File: src/rtl/mem_arb_pkg.sv
// mem_arb_pkg: shared state encoding, requester id type and width defaults for the block-memory arbiter
package mem_arb_pkg;
  localparam int DEF_ADDR_W = 10;
  localparam int DEF_BLOCK_W = 128;
  typedef logic [1:0] arbStateT;
  localparam arbStateT IDLE = 2'd0;
  localparam arbStateT BUSY = 2'd1;
  localparam arbStateT DONE = 2'd2;
  typedef logic reqIdT;
endpackage

File: src/rtl/mem_arb_rr_pick.sv
// mem_arb_rr_pick: combinational two-way round-robin picker, the requester not granted last wins a tie
module mem_arb_rr_pick
  import mem_arb_pkg::*;
(
  input  logic  valid0,
  input  logic  valid1,
  input  reqIdT lastGrant,
  output logic  grantValid,
  output reqIdT grantId
);
  // A lone requester wins outright; on a tie the grant alternates away from lastGrant
  always_comb begin
    grantValid = valid0 | valid1;
    grantId = (valid0 && valid1) ? ~lastGrant : reqIdT'(valid1);
  end
endmodule

File: src/rtl/mem_arbiter_2p.sv
// mem_arbiter_2p: shares one block memory between two cache controllers with round-robin fixed-latency accesses
module mem_arbiter_2p
  import mem_arb_pkg::*;
#(
  parameter int ADDR_W = DEF_ADDR_W,
  parameter int BLOCK_W = DEF_BLOCK_W,
  parameter int MEM_LATENCY = 4
) (
  input  logic               clk,
  input  logic               reset,
  input  logic               req0Valid,
  input  logic               req0IsRead,
  input  logic [ADDR_W-1:0]  req0Address,
  input  logic [BLOCK_W-1:0] req0WriteData,
  output logic               req0Done,
  output logic [BLOCK_W-1:0] req0ReadData,
  input  logic               req1Valid,
  input  logic               req1IsRead,
  input  logic [ADDR_W-1:0]  req1Address,
  input  logic [BLOCK_W-1:0] req1WriteData,
  output logic               req1Done,
  output logic [BLOCK_W-1:0] req1ReadData,
  output logic               busy,
  output logic               memIsRead,
  output logic               memIsWrite,
  output logic [ADDR_W-1:0]  memAddress,
  output logic [BLOCK_W-1:0] memWriteData,
  input  logic [BLOCK_W-1:0] memReadData
);
  localparam int CNT_W = $clog2(MEM_LATENCY) + 1;
  arbStateT state;
  logic [CNT_W-1:0] cnt;
  reqIdT lastGrant, gntId, pickId;
  logic pickValid, opRead;
  logic [ADDR_W-1:0] addrQ;
  logic [BLOCK_W-1:0] wdataQ, respData;
  mem_arb_rr_pick uPick (
    .valid0(req0Valid),
    .valid1(req1Valid),
    .lastGrant(lastGrant),
    .grantValid(pickValid),
    .grantId(pickId)
  );
  // Grant and latch a request in IDLE, count down the access in BUSY, then spend one cycle in DONE
  always_ff @(posedge clk or posedge reset) begin
    if (reset) begin
      state <= IDLE;
      cnt <= '0;
      lastGrant <= 1'b1;
      gntId <= 1'b0;
      opRead <= 1'b0;
      addrQ <= '0;
      wdataQ <= '0;
      respData <= '0;
    end else begin
      case (state)
        IDLE: if (pickValid) begin
          gntId <= pickId;
          lastGrant <= pickId;
          opRead <= pickId ? req1IsRead : req0IsRead;
          addrQ <= pickId ? req1Address : req0Address;
          wdataQ <= pickId ? req1WriteData : req0WriteData;
          cnt <= CNT_W'(MEM_LATENCY - 1);
          state <= BUSY;
        end
        BUSY: if (cnt != '0) cnt <= cnt - 1'b1;
        else begin
          if (opRead) respData <= memReadData;
          state <= DONE;
        end
        default: state <= IDLE;
      endcase
    end
  end
  // Outputs decode straight from the registered state, so an asynchronous reset clears them at once
  always_comb begin
    busy = state != IDLE;
    memIsRead = state == BUSY && opRead;
    memIsWrite = state == BUSY && !opRead && cnt == '0;
    memAddress = state == BUSY ? addrQ : '0;
    memWriteData = state == BUSY ? wdataQ : '0;
    req0Done = state == DONE && gntId == 1'b0;
    req1Done = state == DONE && gntId == 1'b1;
    req0ReadData = req0Done && opRead ? respData : '0;
    req1ReadData = req1Done && opRead ? respData : '0;
  end
endmodule

File: config.mk
export PLATFORM = sky130hd
export DESIGN_NAME = mem_arbiter_2p
export DESIGN_NICKNAME = d
export VERILOG_FILES = /design/src/rtl/mem_arb_pkg.sv /design/src/rtl/mem_arb_rr_pick.sv /design/src/rtl/mem_arbiter_2p.sv
export SDC_FILE = /design/constraint.sdc
export NUM_CORES = 1
export LEC_CHECK = 0
export CAP_MARGIN = 25
export CORE_AREA = 2 2 313 315
export DETAILED_ROUTE_END_ITERATION = 10
export DIE_AREA = 0 0 315 317
export GPL_ROUTABILITY_DRIVEN = 0
export PLACE_DENSITY_LB_ADDON = 0.05
export SLEW_MARGIN = 0
export SYNTH_ARGS = -nofsm -noshare
export SYNTH_HDL_FRONTEND = slang
export SYNTH_SLANG_ARGS = --single-unit
export TNS_END_PERCENT = 5
File: constraint.sdc
create_clock -name clk -period 12.1 [get_ports clk]
set_input_delay 2.42 -clock clk [delete_from_list [all_inputs] [get_ports clk]]
set_output_delay 2.42 -clock clk [all_outputs]
set_load 0.03 [all_outputs]
Yosys cells after proc, flatten, opt, wreduce, memory -nomap -nowiden
Index checks and enable logic that the tools add are counted.
{"block": "word_totals", "regBits": 274, "input_bits": 410, "output_inout_bits": 399, "wordCells": 50}
{"block": "classes", "addsub": 1, "eq_ne": 5, "n_mux": 14, "bitwise_logic": 4, "n_reduce_logical": 18}
{"cell": "2-to-1 mux 128 bit", "n": 4}
{"cell": "2-to-1 mux 10 bit", "n": 2}
{"cell": "logical AND 1 bit", "n": 8}
{"cell": "2-to-1 mux 3 bit", "n": 2}
{"cell": "!= test 2 bit (second input constant)", "n": 3}
{"cell": "case mux 3 bit (2 select lines)", "n": 1}
{"cell": "AND reduction 3 bit", "n": 2}
{"cell": "2-to-1 mux 2 bit", "n": 2}
{"cell": "case mux 2 bit (2 select lines)", "n": 1}
{"cell": "AND reduction 2 bit", "n": 2}
{"cell": "nonzero test 2 bit", "n": 2}
{"cell": "logical NOT 3 bit", "n": 1}
{"cell": "NOT 1 bit", "n": 3}
{"cell": "nonzero test 3 bit", "n": 1}
{"cell": "subtractor 3 x 1 -> 3 bit (second input constant)", "n": 1}
{"cell": "== test 2 x 1 -> 1 bit (second input constant)", "n": 1}
{"cell": "== test 2 bit (second input constant)", "n": 1}
{"cell": "logical NOT 2 bit", "n": 1}
{"cell": "2-to-1 mux 1 bit", "n": 2}
{"cell": "logical NOT 1 bit", "n": 1}
{"cell": "OR 1 bit", "n": 1}

Longest topological paths before layout
{"block": "logic_depth", "ltp_word": 4, "depth_mapped": 7, "mapped_depth_nobuf": 5}

Modules after synthesis
Synthesis repeated with hierarchy kept, for this count alone.
{"block": "unflattened", "cells_unflattened": 1381, "area_unflattened_um2": 14407.6}
{"module": "mem_arbiter_2p", "instances": 1, "cells_each": 1379, "area_each_um2": 14393.8, "seq_area_each_um2": 6857.8}
{"module": "mem_arb_rr_pick", "instances": 1, "cells_each": 2, "area_each_um2": 13.8, "seq_area_each_um2": 0.0}

Worst setup path after synthesis
No wires, ideal clock.
{"block": "synth_timing", "kind": "flip-flop to output port", "start": "register state[1]", "end": "output port req0ReadData[118]", "t_arrival_ps": 1521, "t_required_ps": 9680, "path_slack_ps": 8159, "path_stages_with_launch": 4, "n_path_buf": 1, "cell_sequence": "dfrtp_1 > nor3b_1 > clkbuf_1 > and3_1"}
{"block": "synth_via", "elab_chain_len": 4}
{"element": "start: declaration", "line_no": "mem_arbiter_2p.sv:31", "rtl": "arbStateT state;"}
{"element": "start signal: assignment", "line_no": "mem_arbiter_2p.sv:47", "rtl": "state <= IDLE;"}
{"element": "start signal: assignment", "line_no": "mem_arbiter_2p.sv:64", "rtl": "state <= BUSY;"}
{"element": "start signal: assignment", "line_no": "mem_arbiter_2p.sv:69", "rtl": "state <= DONE;"}
{"element": "== test 2 bit", "line_no": "mem_arbiter_2p.sv:82", "rtl": "req0Done = state == DONE && gntId == 1'b0;"}
{"element": "logical AND 1 bit", "line_no": "mem_arbiter_2p.sv:82"}
{"element": "net req0Done", "line_no": "mem_arbiter_2p.sv:15", "rtl": "output logic req0Done,"}
{"element": "logical AND 1 bit", "line_no": "mem_arbiter_2p.sv:84", "rtl": "req0ReadData = req0Done && opRead ? respData : '0;"}
{"element": "2-to-1 mux 128 bit", "line_no": "mem_arbiter_2p.sv:84"}
{"element": "end: declaration", "line_no": "mem_arbiter_2p.sv:16", "rtl": "output logic [BLOCK_W-1:0] req0ReadData,"}
The timed path passes the listed nets, and every way through them passes these cells.

Final worst setup path
{"block": "layout_timing", "start": "register state[1]", "end": "output port req0ReadData[31]"}
{"block": "layout_via", "elab_chain_len": 4}
{"element": "== test 2 bit", "line_no": "mem_arbiter_2p.sv:82"}
{"element": "logical AND 1 bit", "line_no": "mem_arbiter_2p.sv:82"}
{"element": "logical AND 1 bit", "line_no": "mem_arbiter_2p.sv:84"}
{"element": "2-to-1 mux 128 bit", "line_no": "mem_arbiter_2p.sv:84"}
Every way passes these cells.

==> results.md <==
* Placeable Area at 96300 µm²
* Crit start category: flip-flop
* Die W at 315 µm
* Switching share of power at 42.2%
* Post-synth EDFFs at 0
* Synth Area per Inst at 10.3 µm²
* Share of cells above drive strength 1 at 10.3%
* Root Buffer Master: clkbuf_16
* Total of max-cap violations at 0
* Clock Tree Buf Depth at 3
* Worst r2r dst: wdataQ[70]
* Critical Path RT at 9.68 ns
* Crit Path Max Fanout at 77
* Worst slew pin tran at 1.05 ns
* Layout Nets at 2537
* Top cell type's share of synthesized area at 47.1%
* FF-to-FF path depth at 6
* Sequential Power Share at 27.4%
* Clk pin slew, worst setup/hold paths at 0.06 ns
* Clock Power Share at 19.9%
* HP Class: reg2reg
* Initial Utilization at 15.1%
* Die Area at 99900 µm²
* Cell internal pwr at 3.56 mW
* Synthesis-stage register bit count at 274
* Wire per inst at 22.9 µm
* DR vias/cell at 4.15
* NetSw at 2.60 mW
* CTS tree: built
* Routed WL at 79.0 mm
* Final worst path period share at 48.6%
* Combinational Power Share at 52.7%
* WP data arrival at 3.46 ns
* Ports at 809
* # setup viols final at 0
* Total power at 6.16 mW
* Hold Fails Final Rpt at 0
* Max-slew violations at 0
* Std-Cell Rows at 114
* Maximum VDD drop at 0.000140 V
* Rel. slew slack at 30.2%
* Pleak at 10.5 nW
* Synth cell types at 35
* Clock skew at 0.0226 ns
* Largest net degree at the start of global routing at 141
* Dominant synthesized flop cell: dfrtp_1
* R2r setup slk at 8.43 ns
* Area delta synth->final at 73.3%
* Post-CTS Setup Bufs at 0
* CP Cell Sequence: nor3b_2 -> buf_4 -> buf_4 -> and3_1 -> clkdlybuf4s50_1
* Die H at 317 µm
* # resized after CTS at 0
* Crit path kind: reg2out
* Synthesized cell area at 14500 µm²
* Setup crit end kind: primary output
* Crit path largest cell delay at 0.76 ns
* Clock insertion delay at the later pin of the skew report at 0.57 ns
* Port bufs at 808
* Setup TNS at 0 ns
* Starting DRT DRC Count at 569
* Syn nets at 1821
* # hold bufs at CTS at 0
* Yosys warnings at 0
* Status: completed
* Post-layout min period at 5.88 ns
* First-pass GRT wire length at 109 mm
* Mapped Cells at 1409
* Hold path depth at 1
* DPL Wire Length at 56.0 mm
* Hold Path End: respData[70]
* Post-synth top area cell: dfrtp_1
* All-Layer GR Usage at 15.0%
* CP max stage cell: clkdlybuf4s50_1
* Highest clock rate at 0.170 GHz
* Hold wc startpoint: respData[70]
* GRT overflow at 0
* Power per cell area at 245 nW/µm²
* TritonRoute pass-1 iters at 5
* CTS Sinks at 274
* Dominant cells by area after synthesis: dfrtp_1 47%, and3_1 11%, mux2_2 9.2%
* CTS buffer count at 42
* Antenna violations before repair at 35
* Via Count at 14300
* FFs w/ async S/R, synth at 100%
* H-tree levels at 2
* RR Startpoint: state[0]
* Seq/Total Area, Yosys at 47.2%
* RSZ-0062 raised after global routing: no
* Cell mode on critical path: buf_4
* Routed Antenna Nets at 0
* DRC errors left at 0
* Number of global-route vias before repair at 14900
sequential cells by signal, summed over array words and instances (netlist names):
register and count:
addrQ 10, cnt 3, gntId 1, lastGrant 1, opRead 1, respData 128
state 2, wdataQ 128
power groups by stage:
stage | registers, mW | logic (mW) | clock network, mW
after floorplan | 1.56 | 2.03 | 0
after global placement | 1.70 | 3.28 | 0
after detailed placement | 1.69 | 3.28 | 0
after CTS | 1.69 | 3.29 | 1.29
after global routing | 1.75 | 3.47 | 1.32
final | 1.69 | 3.24 | 1.23
routing by layer:
metal	GRT usage (%)	up-vias	wire, µm
li1	-	6549	-
met1	16.5	6982	29900
met2	25.8	574	38900
met3	6.64	129	8090
met4	4.64	44	1850
met5	0	-	284
synth_stat cells (2+ instances only):
master and instances:
buf_1 7, o21a_1 2, nand3_1 2, buf_2 37, nor3b_1 2, nand2b_1 2
nor2_1 2, inv_1 5, mux2_2 119, and3_1 257, o22ai_1 2, buf_6 10
clkbuf_1 102, nand2_1 139, and2_1 139, ha_1 2, mux2_1 9, a211oi_1 139
dfrtp_1 273, a2bb2oi_1 139, a21oi_1 2, buf_4 4, clkbuf_2 2
cells in the final DEF (no fill, tap or decap), types with 2 or more instances in the layout:
cell type / instances
ha_1: 2
dfrtp_1: 272
o22ai_1: 2
diode_2: 12
nor2_1: 2
nand2b_1: 2
clkinvlp_4: 3
a2bb2oi_1: 139
and3_1: 256
buf_16: 3
inv_1: 4
buf_4: 22
nor2_4: 2
clkbuf_1: 8
o21a_1: 2
clkdlybuf4s50_1: 808
clkinv_2: 6
nand2_1: 139
a21oi_1: 2
mux2_2: 119
a211oi_1: 139
and2_1: 139
nor3b_2: 2
mux2_1: 9
nand3_1: 2
clkbuf_16: 43
clkbuf_8: 11
worst max path at each step:
stage | slack [ns] | cells past startpoint | from | endpoint
2_1_floorplan | 2.13 | 1 | reset | addrQ[0]
3_3_place_gp | 6.07 | 6 | req0Valid | wdataQ[32]
3_5_place_dp | 6.02 | 6 | req0Valid | wdataQ[57]
4_1_cts | 6.13 | 5 | state[1] | req0ReadData[25]
5_1_grt | 6.00 | 5 | state[0] | req1ReadData[23]
6_report | 6.22 | 5 | state[1] | req0ReadData[31]
kinds of logic after synthesis:
| family | share of synthesized area, % |
|---|---|
| AO/OA/AOI/OAI | 16.0 |
| adder cells (fa/ha/maj) | 0.172 |
| buffers and inverters | 5.30 |
| flip-flops | 47.2 |
| multiplexers | 9.93 |
| AND/OR/NAND/NOR | 21.3 |
worst max-delay path, delay by kind of cell, from the launching register on:
kind / cells / cell delay (ns)
buffers and inverters: 3 / 1.91
AND/OR/NAND/NOR: 2 / 0.45
flip-flops: 1 / 0.43
metrics by stage:
stage | hold WS, ns | utilization (%) | instance area [µm²] | cells | worst slack, ns
floorplan | 0.464 | - | 14500 | 1409 | 2.13
global placement | 0.476 | 24.6 | 23700 | 3353 | 6.07
detailed placement | 0.485 | 24.6 | 23700 | 3354 | 6.02
CTS | 0.498 | 26.0 | 25000 | 3427 | 6.13
global route | 0.530 | 26.1 | 25100 | 3438 | 6.00
finish | 0.500 | 26.1 | 25200 | 3442 | 6.22
cell type report:
type / count / area, µm²
fillers: 10300 / 71100
flip-flops and latches: 274 / 6860
clock buffers: 62 / 1260
repair buffers: 834 / 8360
multi-input cells: 967 / 6930
diodes: 12 / 30.0
inverters: 6 / 32.5
clock inverters: 11 / 91.3
well taps: 1276 / 1600
Power figures use the tool's default switching activity.
